<file path="src/rtl/alu_seq_pkg.sv">
// Shared definitions for the ALU sequencer: request opcodes, ALU_control codes and FSM states.
package alu_seq_pkg;

    localparam int DATA_W = 32;

    typedef enum logic [2:0] {
        OP_AND   = 3'd0,
        OP_OR    = 3'd1,
        OP_ADD   = 3'd2,
        OP_SUB   = 3'd3,
        OP_SLT   = 3'd4,
        OP_NOR   = 3'd5,
        OP_MULLO = 3'd6,
        OP_RSVD  = 3'd7
    } op_t;

    localparam logic [3:0] CTRL_AND = 4'b0000;
    localparam logic [3:0] CTRL_OR  = 4'b0001;
    localparam logic [3:0] CTRL_ADD = 4'b0010;
    localparam logic [3:0] CTRL_SUB = 4'b0110;
    localparam logic [3:0] CTRL_SLT = 4'b0111;
    localparam logic [3:0] CTRL_NOR = 4'b1100;

    typedef enum logic [1:0] {
        S_IDLE  = 2'd0,
        S_ISSUE = 2'd1,
        S_MUL   = 2'd2,
        S_RESP  = 2'd3
    } state_t;

endpackage

</file>
<file path="src/rtl/alu_seq_if.sv">
// Request/response handshake bundle between the issue logic (master) and the ALU sequencer (slave).
interface alu_seq_if;
    import alu_seq_pkg::*;

    logic              req_valid;
    logic              req_ready;
    logic [2:0]        req_op;
    logic [DATA_W-1:0] req_src1;
    logic [DATA_W-1:0] req_src2;
    logic              rsp_valid;
    logic              rsp_ready;
    logic [DATA_W-1:0] rsp_result;
    logic              rsp_zero;
    logic              rsp_cout;
    logic              rsp_overflow;
    logic              rsp_err;

    modport master (
        output req_valid, req_op, req_src1, req_src2, rsp_ready,
        input  req_ready, rsp_valid, rsp_result, rsp_zero, rsp_cout, rsp_overflow, rsp_err
    );

    modport slave (
        input  req_valid, req_op, req_src1, req_src2, rsp_ready,
        output req_ready, rsp_valid, rsp_result, rsp_zero, rsp_cout, rsp_overflow, rsp_err
    );

endinterface

</file>
<file path="src/rtl/alu_op_decode.sv">
// Combinational opcode decode: ALU_control code plus multiply / reserved-op flags.
module alu_op_decode
    import alu_seq_pkg::*;
(
    input  logic [2:0] op,
    output logic [3:0] alu_ctrl,
    output logic       is_mul,
    output logic       is_err
);

    always_comb begin
        alu_ctrl = CTRL_AND;
        is_mul   = 1'b0;
        is_err   = 1'b0;
        case (op_t'(op))
            OP_AND:   alu_ctrl = CTRL_AND;
            OP_OR:    alu_ctrl = CTRL_OR;
            OP_ADD:   alu_ctrl = CTRL_ADD;
            OP_SUB:   alu_ctrl = CTRL_SUB;
            OP_SLT:   alu_ctrl = CTRL_SLT;
            OP_NOR:   alu_ctrl = CTRL_NOR;
            OP_MULLO: begin
                alu_ctrl = CTRL_ADD;
                is_mul   = 1'b1;
            end
            default:  is_err = 1'b1;
        endcase
    end

endmodule

</file>
<file path="src/rtl/alu_seq.sv">
// ALU sequencer: issues single-cycle ALU ops over a valid/ready channel and runs MULLO
// as a shift-add loop through the external ALU's ADD path.
module alu_seq
    import alu_seq_pkg::*;
#(
    parameter int WIDTH     = DATA_W,
    parameter int MUL_STEPS = DATA_W
) (
    input  logic             clk,
    input  logic             rst_n,
    alu_seq_if.slave         bus,
    output logic [WIDTH-1:0] alu_src1,
    output logic [WIDTH-1:0] alu_src2,
    output logic [3:0]       alu_ctrl,
    input  logic [WIDTH-1:0] alu_result,
    input  logic             alu_zero,
    input  logic             alu_cout,
    input  logic             alu_overflow
);

    localparam int CNT_W = $clog2(MUL_STEPS);

    state_t            state_reg, state_next;
    logic [3:0]        dec_ctrl;
    logic              dec_mul, dec_err;
    logic              accept;
    logic              last_step;
    logic [WIDTH-1:0]  src1_reg, src2_reg;
    logic [3:0]        ctrl_reg;
    logic [WIDTH-1:0]  mcand_reg, mplier_reg;
    logic [WIDTH-1:0]  mcand_shift, mplier_shift;
    logic [CNT_W-1:0]  cnt_reg;
    logic [WIDTH-1:0]  result_reg;
    logic              zero_reg, cout_reg, overflow_reg, err_reg;

    alu_op_decode u_decode (
        .op       (bus.req_op),
        .alu_ctrl (dec_ctrl),
        .is_mul   (dec_mul),
        .is_err   (dec_err)
    );

    assign accept       = bus.req_valid && bus.req_ready;
    assign last_step    = (cnt_reg == CNT_W'(MUL_STEPS - 1));
    assign mcand_shift  = mcand_reg << 1;
    assign mplier_shift = mplier_reg >> 1;

    always_ff @(posedge clk or negedge rst_n) begin
        if (!rst_n) state_reg <= S_IDLE;
        else        state_reg <= state_next;
    end

    always_comb begin
        state_next = state_reg;
        case (state_reg)
            S_IDLE: begin
                if (accept) begin
                    if (dec_err)      state_next = S_RESP;
                    else if (dec_mul) state_next = S_MUL;
                    else              state_next = S_ISSUE;
                end
            end
            S_ISSUE: state_next = S_RESP;
            S_MUL:   if (last_step) state_next = S_RESP;
            S_RESP:  if (bus.rsp_ready) state_next = S_IDLE;
            default: state_next = S_IDLE;
        endcase
    end

    always_comb begin
        bus.req_ready = (state_reg == S_IDLE);
        bus.rsp_valid = (state_reg == S_RESP);
    end

    // ALU inputs are registered, so they already hold the values for the coming
    // ISSUE/MUL cycle; during MUL src1_reg is the running accumulator.
    always_ff @(posedge clk or negedge rst_n) begin
        if (!rst_n) begin
            src1_reg     <= '0;
            src2_reg     <= '0;
            ctrl_reg     <= CTRL_AND;
            mcand_reg    <= '0;
            mplier_reg   <= '0;
            cnt_reg      <= '0;
            result_reg   <= '0;
            zero_reg     <= 1'b0;
            cout_reg     <= 1'b0;
            overflow_reg <= 1'b0;
            err_reg      <= 1'b0;
        end else begin
            case (state_reg)
                S_IDLE: begin
                    if (accept) begin
                        if (dec_err) begin
                            result_reg   <= '0;
                            zero_reg     <= 1'b0;
                            cout_reg     <= 1'b0;
                            overflow_reg <= 1'b0;
                            err_reg      <= 1'b1;
                        end else if (dec_mul) begin
                            src1_reg   <= '0;
                            src2_reg   <= bus.req_src2[0] ? bus.req_src1 : '0;
                            ctrl_reg   <= CTRL_ADD;
                            mcand_reg  <= bus.req_src1;
                            mplier_reg <= bus.req_src2;
                            cnt_reg    <= '0;
                        end else begin
                            src1_reg <= bus.req_src1;
                            src2_reg <= bus.req_src2;
                            ctrl_reg <= dec_ctrl;
                        end
                    end
                end
                S_ISSUE: begin
                    result_reg   <= alu_result;
                    zero_reg     <= alu_zero;
                    cout_reg     <= alu_cout;
                    overflow_reg <= alu_overflow;
                    err_reg      <= 1'b0;
                end
                S_MUL: begin
                    mcand_reg  <= mcand_shift;
                    mplier_reg <= mplier_shift;
                    cnt_reg    <= cnt_reg + 1'b1;
                    if (last_step) begin
                        result_reg   <= alu_result;
                        zero_reg     <= (alu_result == '0);
                        cout_reg     <= 1'b0;
                        overflow_reg <= 1'b0;
                        err_reg      <= 1'b0;
                    end else begin
                        src1_reg <= alu_result;
                        src2_reg <= mplier_reg[1] ? mcand_shift : '0;
                    end
                end
                default: ;
            endcase
        end
    end

    assign alu_src1         = src1_reg;
    assign alu_src2         = src2_reg;
    assign alu_ctrl         = ctrl_reg;
    assign bus.rsp_result   = result_reg;
    assign bus.rsp_zero     = zero_reg;
    assign bus.rsp_cout     = cout_reg;
    assign bus.rsp_overflow = overflow_reg;
    assign bus.rsp_err      = err_reg;

endmodule

</file>
<file path="src/flat_wrapper.sv">
// flat-port wrapper written by rule: the top's interface ports become plain ports
module alu_seq_flat import alu_seq_pkg::*;
#(
    parameter int WIDTH     = DATA_W,
    parameter int MUL_STEPS = DATA_W
)
  (clk, rst_n, alu_src1, alu_src2, alu_ctrl, alu_result, alu_zero, alu_cout, alu_overflow, bus_req_valid, bus_req_op, bus_req_src1, bus_req_src2, bus_rsp_ready, bus_req_ready, bus_rsp_valid, bus_rsp_result, bus_rsp_zero, bus_rsp_cout, bus_rsp_overflow, bus_rsp_err);
  alu_seq_if bus_i ();
  input  logic clk;
  input  logic rst_n;
  output logic [WIDTH-1:0] alu_src1;
  output logic [WIDTH-1:0] alu_src2;
  output logic [3:0] alu_ctrl;
  input  logic [WIDTH-1:0] alu_result;
  input  logic alu_zero;
  input  logic alu_cout;
  input  logic alu_overflow;
  input wire logic [$bits(bus_i.req_valid)-1:0] bus_req_valid;
  input wire logic [$bits(bus_i.req_op)-1:0] bus_req_op;
  input wire logic [$bits(bus_i.req_src1)-1:0] bus_req_src1;
  input wire logic [$bits(bus_i.req_src2)-1:0] bus_req_src2;
  input wire logic [$bits(bus_i.rsp_ready)-1:0] bus_rsp_ready;
  output wire logic [$bits(bus_i.req_ready)-1:0] bus_req_ready;
  output wire logic [$bits(bus_i.rsp_valid)-1:0] bus_rsp_valid;
  output wire logic [$bits(bus_i.rsp_result)-1:0] bus_rsp_result;
  output wire logic [$bits(bus_i.rsp_zero)-1:0] bus_rsp_zero;
  output wire logic [$bits(bus_i.rsp_cout)-1:0] bus_rsp_cout;
  output wire logic [$bits(bus_i.rsp_overflow)-1:0] bus_rsp_overflow;
  output wire logic [$bits(bus_i.rsp_err)-1:0] bus_rsp_err;
  assign bus_i.req_valid = bus_req_valid;
  assign bus_i.req_op = bus_req_op;
  assign bus_i.req_src1 = bus_req_src1;
  assign bus_i.req_src2 = bus_req_src2;
  assign bus_i.rsp_ready = bus_rsp_ready;
  assign bus_req_ready = bus_i.req_ready;
  assign bus_rsp_valid = bus_i.rsp_valid;
  assign bus_rsp_result = bus_i.rsp_result;
  assign bus_rsp_zero = bus_i.rsp_zero;
  assign bus_rsp_cout = bus_i.rsp_cout;
  assign bus_rsp_overflow = bus_i.rsp_overflow;
  assign bus_rsp_err = bus_i.rsp_err;
  alu_seq #(.WIDTH(WIDTH), .MUL_STEPS(MUL_STEPS)) u_core (.clk(clk), .rst_n(rst_n), .bus(bus_i), .alu_src1(alu_src1), .alu_src2(alu_src2), .alu_ctrl(alu_ctrl), .alu_result(alu_result), .alu_zero(alu_zero), .alu_cout(alu_cout), .alu_overflow(alu_overflow));
endmodule
</file>
<file path="config.mk">
export PLATFORM = sky130hd
export DESIGN_NAME = alu_seq_flat
export DESIGN_NICKNAME = d
export VERILOG_FILES = /design/src/rtl/alu_seq_pkg.sv /design/src/rtl/alu_seq_if.sv /design/src/rtl/alu_op_decode.sv /design/src/rtl/alu_seq.sv /design/src/flat_wrapper.sv
export SDC_FILE = /design/constraint.sdc
export NUM_CORES = 1
export LEC_CHECK = 0
export BUFFER_PORTS_ARGS = -buffer_cell sky130_fd_sc_hd__buf_2
export CAP_MARGIN = 10
export CORE_UTILIZATION = 55
export CTS_CLUSTER_SIZE = 28
export DETAILED_ROUTE_END_ITERATION = 8
export GPL_ROUTABILITY_DRIVEN = 0
export PLACE_DENSITY = 0.83
export SLEW_MARGIN = 5
export SYNTH_ARGS = -nofsm -noshare
export SYNTH_HDL_FRONTEND = slang
export SYNTH_SLANG_ARGS = --single-unit
</file>
<file path="constraint.sdc">
create_clock -name clk -period 5.4 [get_ports clk]
set_input_delay 1.08 -clock clk [delete_from_list [all_inputs] [get_ports clk]]
set_output_delay 1.08 -clock clk [all_outputs]
set_load 0.02 [all_outputs]
</file>
==> run summary <==
CP required: 5.75 ns
Top fanout value on the critical path: 102
PD cells: 674 nW/um2
Fmax: 317 MHz
Peak supply drop: 0.351 mV
Worst EP arrival: 3.50 ns
Status: finished clean
Syn Std Cell Area: 8630 um2
CTS tree: yes
Hold crit path type: flip-flop to flip-flop
Die W: 127 um
Clk network pwr share: 18.0%
Multi-input combinational cell area: 3800 um2
GRT Total Usage: 28.4%
DRT Pass-1 Iters: 6
Initial Util: 56.6%
CP delay by family, top: buffers and inverters
# nets final: 1125
Initial antenna violation count: 2
Leak: 5.06 nW
Row count: 45
Core ar.: 15300 um2
Post-Synthesis Cells: 845
Rel. slew slack: 18.6%
Pin count of the biggest net entering global routing: 103
Synth top area cells: dfrtp_1 50%, o21ai_0 5.4%, mux2_4 5.0%, nand2_1 4.8%, nor2b_1 4.6%
Worst slew pin tran: 1.22 ns
Post-synth cell types: 46
Final worst slack: 2.24 ns
Clk buf depth: 2
Net Sw Power: 2.96 mW
Area share of the largest cell type after synthesis: 50.1%
RSZ-0062 raised after global routing: false
Vias per inst: 5.76
Sw frac: 42.6%
H-tree depth: 4
Clk_lat worst skew: 0.43 ns
First-pass GRT wire length: 35400 um
Synth Flop Type: dfrtp_1
Fin crit share: 58.5%
Avg Inst Size Synth: 10.2 um2
Cts repair resizes: 0
Register area: 4330 um2
Yosys top cell by area: dfrtp_1
DR WL/cell: 17.9 um
CP Launch Type: flip-flop
Peak per-stage delay on the critical path: 0.86 ns
DIE AREA: 16200 um2
Crit path cell chain: inv_1, ha_4, buf_4, and2_1, buf_4, a222oi_1, mux2i_1
Power Internal: 3.98 mW
Gr ovfl total: 0
Syn nets: 961
Clk root buf: clkbuf_16
Total chip power: 6.94 mW
DRT iter0 DRCs: 697
Routed vias: 7108
Post-route ant nets: 0
Routed wire length: 22100 um
Share of layout cells above drive strength 1: 28.7%
Crit. End Element: flip-flop
Count leader, synth: dfrtp_1
Seq pwr share: 32.4%
Clock Skew: 0.00817 ns
Final min period: 3.16 ns
Number of fill cells: 1196
P&R area growth vs syn: 19.2%
Post-synthesis sequential area ratio: 50.1%
Pre-CTS WS: 2.12 ns
Critical path class: flip-flop to flip-flop
Clk pin slew, worst setup/hold paths: 0.06 ns
Final Hold Viols: 0
CTS sink count: 173
Yosys reg bits: 173
DP Wirelength: 15100 um
Crit-path slowest cell: buf_4
Vias in the first global route: 6636
Fraction of registers with async set/reset: 100%
DIE HEIGHT: 127 um
Final setup fails: 0
Buf/Inv on CP: 3
Post-synth EDFFs: 0
# IOs: 212
Final Max Tran Viols: 0
Warnings from Yosys: 0
Port buffer count: 211
Crit-path most repeated cell: buf_4
Setup_tns: 0 ns
Fin util: 67.5%
Drt drc: 0
Setup bufs post-CTS: 0
CTS Hold Buffers Added: 0
Commonest cells in the netlist: 173 x dfrtp_1, 111 x nand2_1, 93 x o21ai_0
Maximum capacitance violations: 0
Combinational share of power: 49.6%
TritonCTS buffer count: 17
-- power groups by stage --
stage,logic (mW),clock network (mW),registers (mW)
floorplan,2.25,0,2.61
global placement,3.35,0,2.24
detailed placement,3.44,0,2.25
CTS,3.45,1.27,2.24
global route,3.80,1.32,2.31
finish,3.44,1.25,2.25
-- kinds of logic (layout without fill, tap and decap cells) --
kind of cell               after synthesis  in the layout  share of synthesized area (%)
muxes                                   66             66                           9.41
AOI/OAI and AO/OA                      281            281                           21.3
DFF                                    173            173                           50.1
buffers and inverters                  112            289                           6.16
other                                    0              2                              0
adders and majority gates               10             10                           1.45
xor gates and xnor gates                 1              1                          0.101
and+or+nand+nor                        202            202                           11.4
-- layout by cell type, fill, tap and decap left out, drive strengths merged, types with 2 or more instances in the layout --
cell / n
nor4: 6
o21ai: 109
bufinv: 2
and3: 2
nor2: 2
ha: 10
mux2i: 32
o31ai: 38
a222oi: 30
a22o: 32
dfrtp: 173
or2: 2
diode: 2
and2: 2
clkinv: 6
nor2b: 64
a21oi: 63
clkbuf: 23
nand4: 2
nand2: 111
mux2: 34
buf: 219
nand2b: 4
inv: 38
-- routing by layer --
layer,share of wire (%),vias up,track usage [%]
met3,7.0,46,5.32
met2,43,294,40.2
li1,-,3359,-
met1,47,3409,42.6
met5,0,-,0
met4,2.8,0,12.3
-- area by class of cell --
type,count,share of cell area [%]
timing repair buffer,219,11.1
inverter,38,1.39
multi-input combinational,560,36.9
clock buffer,23,4.84
clock inverter,9,1.06
sequential,173,42.1
tap,211,2.57
antenna,2,0.0486
-- worst register-to-register path: stages (launching register included) --
cell	delay, ns
dfrtp_1	0.42
inv_1	0.18
ha_4	0.61
buf_4	0.87
and2_1	0.26
buf_4	0.34
a222oi_1	0.19
mux2i_1	0.20
-- metrics by stage --
stage               area, um2  hold slack, ns  cells
floorplan                8630           0.449    845
global placement         9680           0.461   1201
detailed placement       9680           0.469   1201
CTS                     10300           0.484   1233
global route            10300           0.506   1235
finish                  10300           0.482   1235
-- worst paths after layout --
path | from | endpoint | slack, ns | cells after the start
max | u_core.state_reg[0] | u_core.alu_src2[23] | 2.24 | 7
min | u_core.mplier_reg[30] | u_core.mplier_reg[30] | 0.48 | 2
min reg2reg | u_core.mplier_reg[30] | u_core.mplier_reg[30] | 0.48 | 2
max reg2reg | u_core.state_reg[0] | u_core.alu_src2[23] | 2.24 | 7
max in group asynchronous | rst_n | u_core.bus.rsp_result[11] | 3.75 | 2
min in group asynchronous | rst_n | u_core.alu_src2[1] | 0.69 | 1
Note: power is estimated with default switching activity, not from simulation.
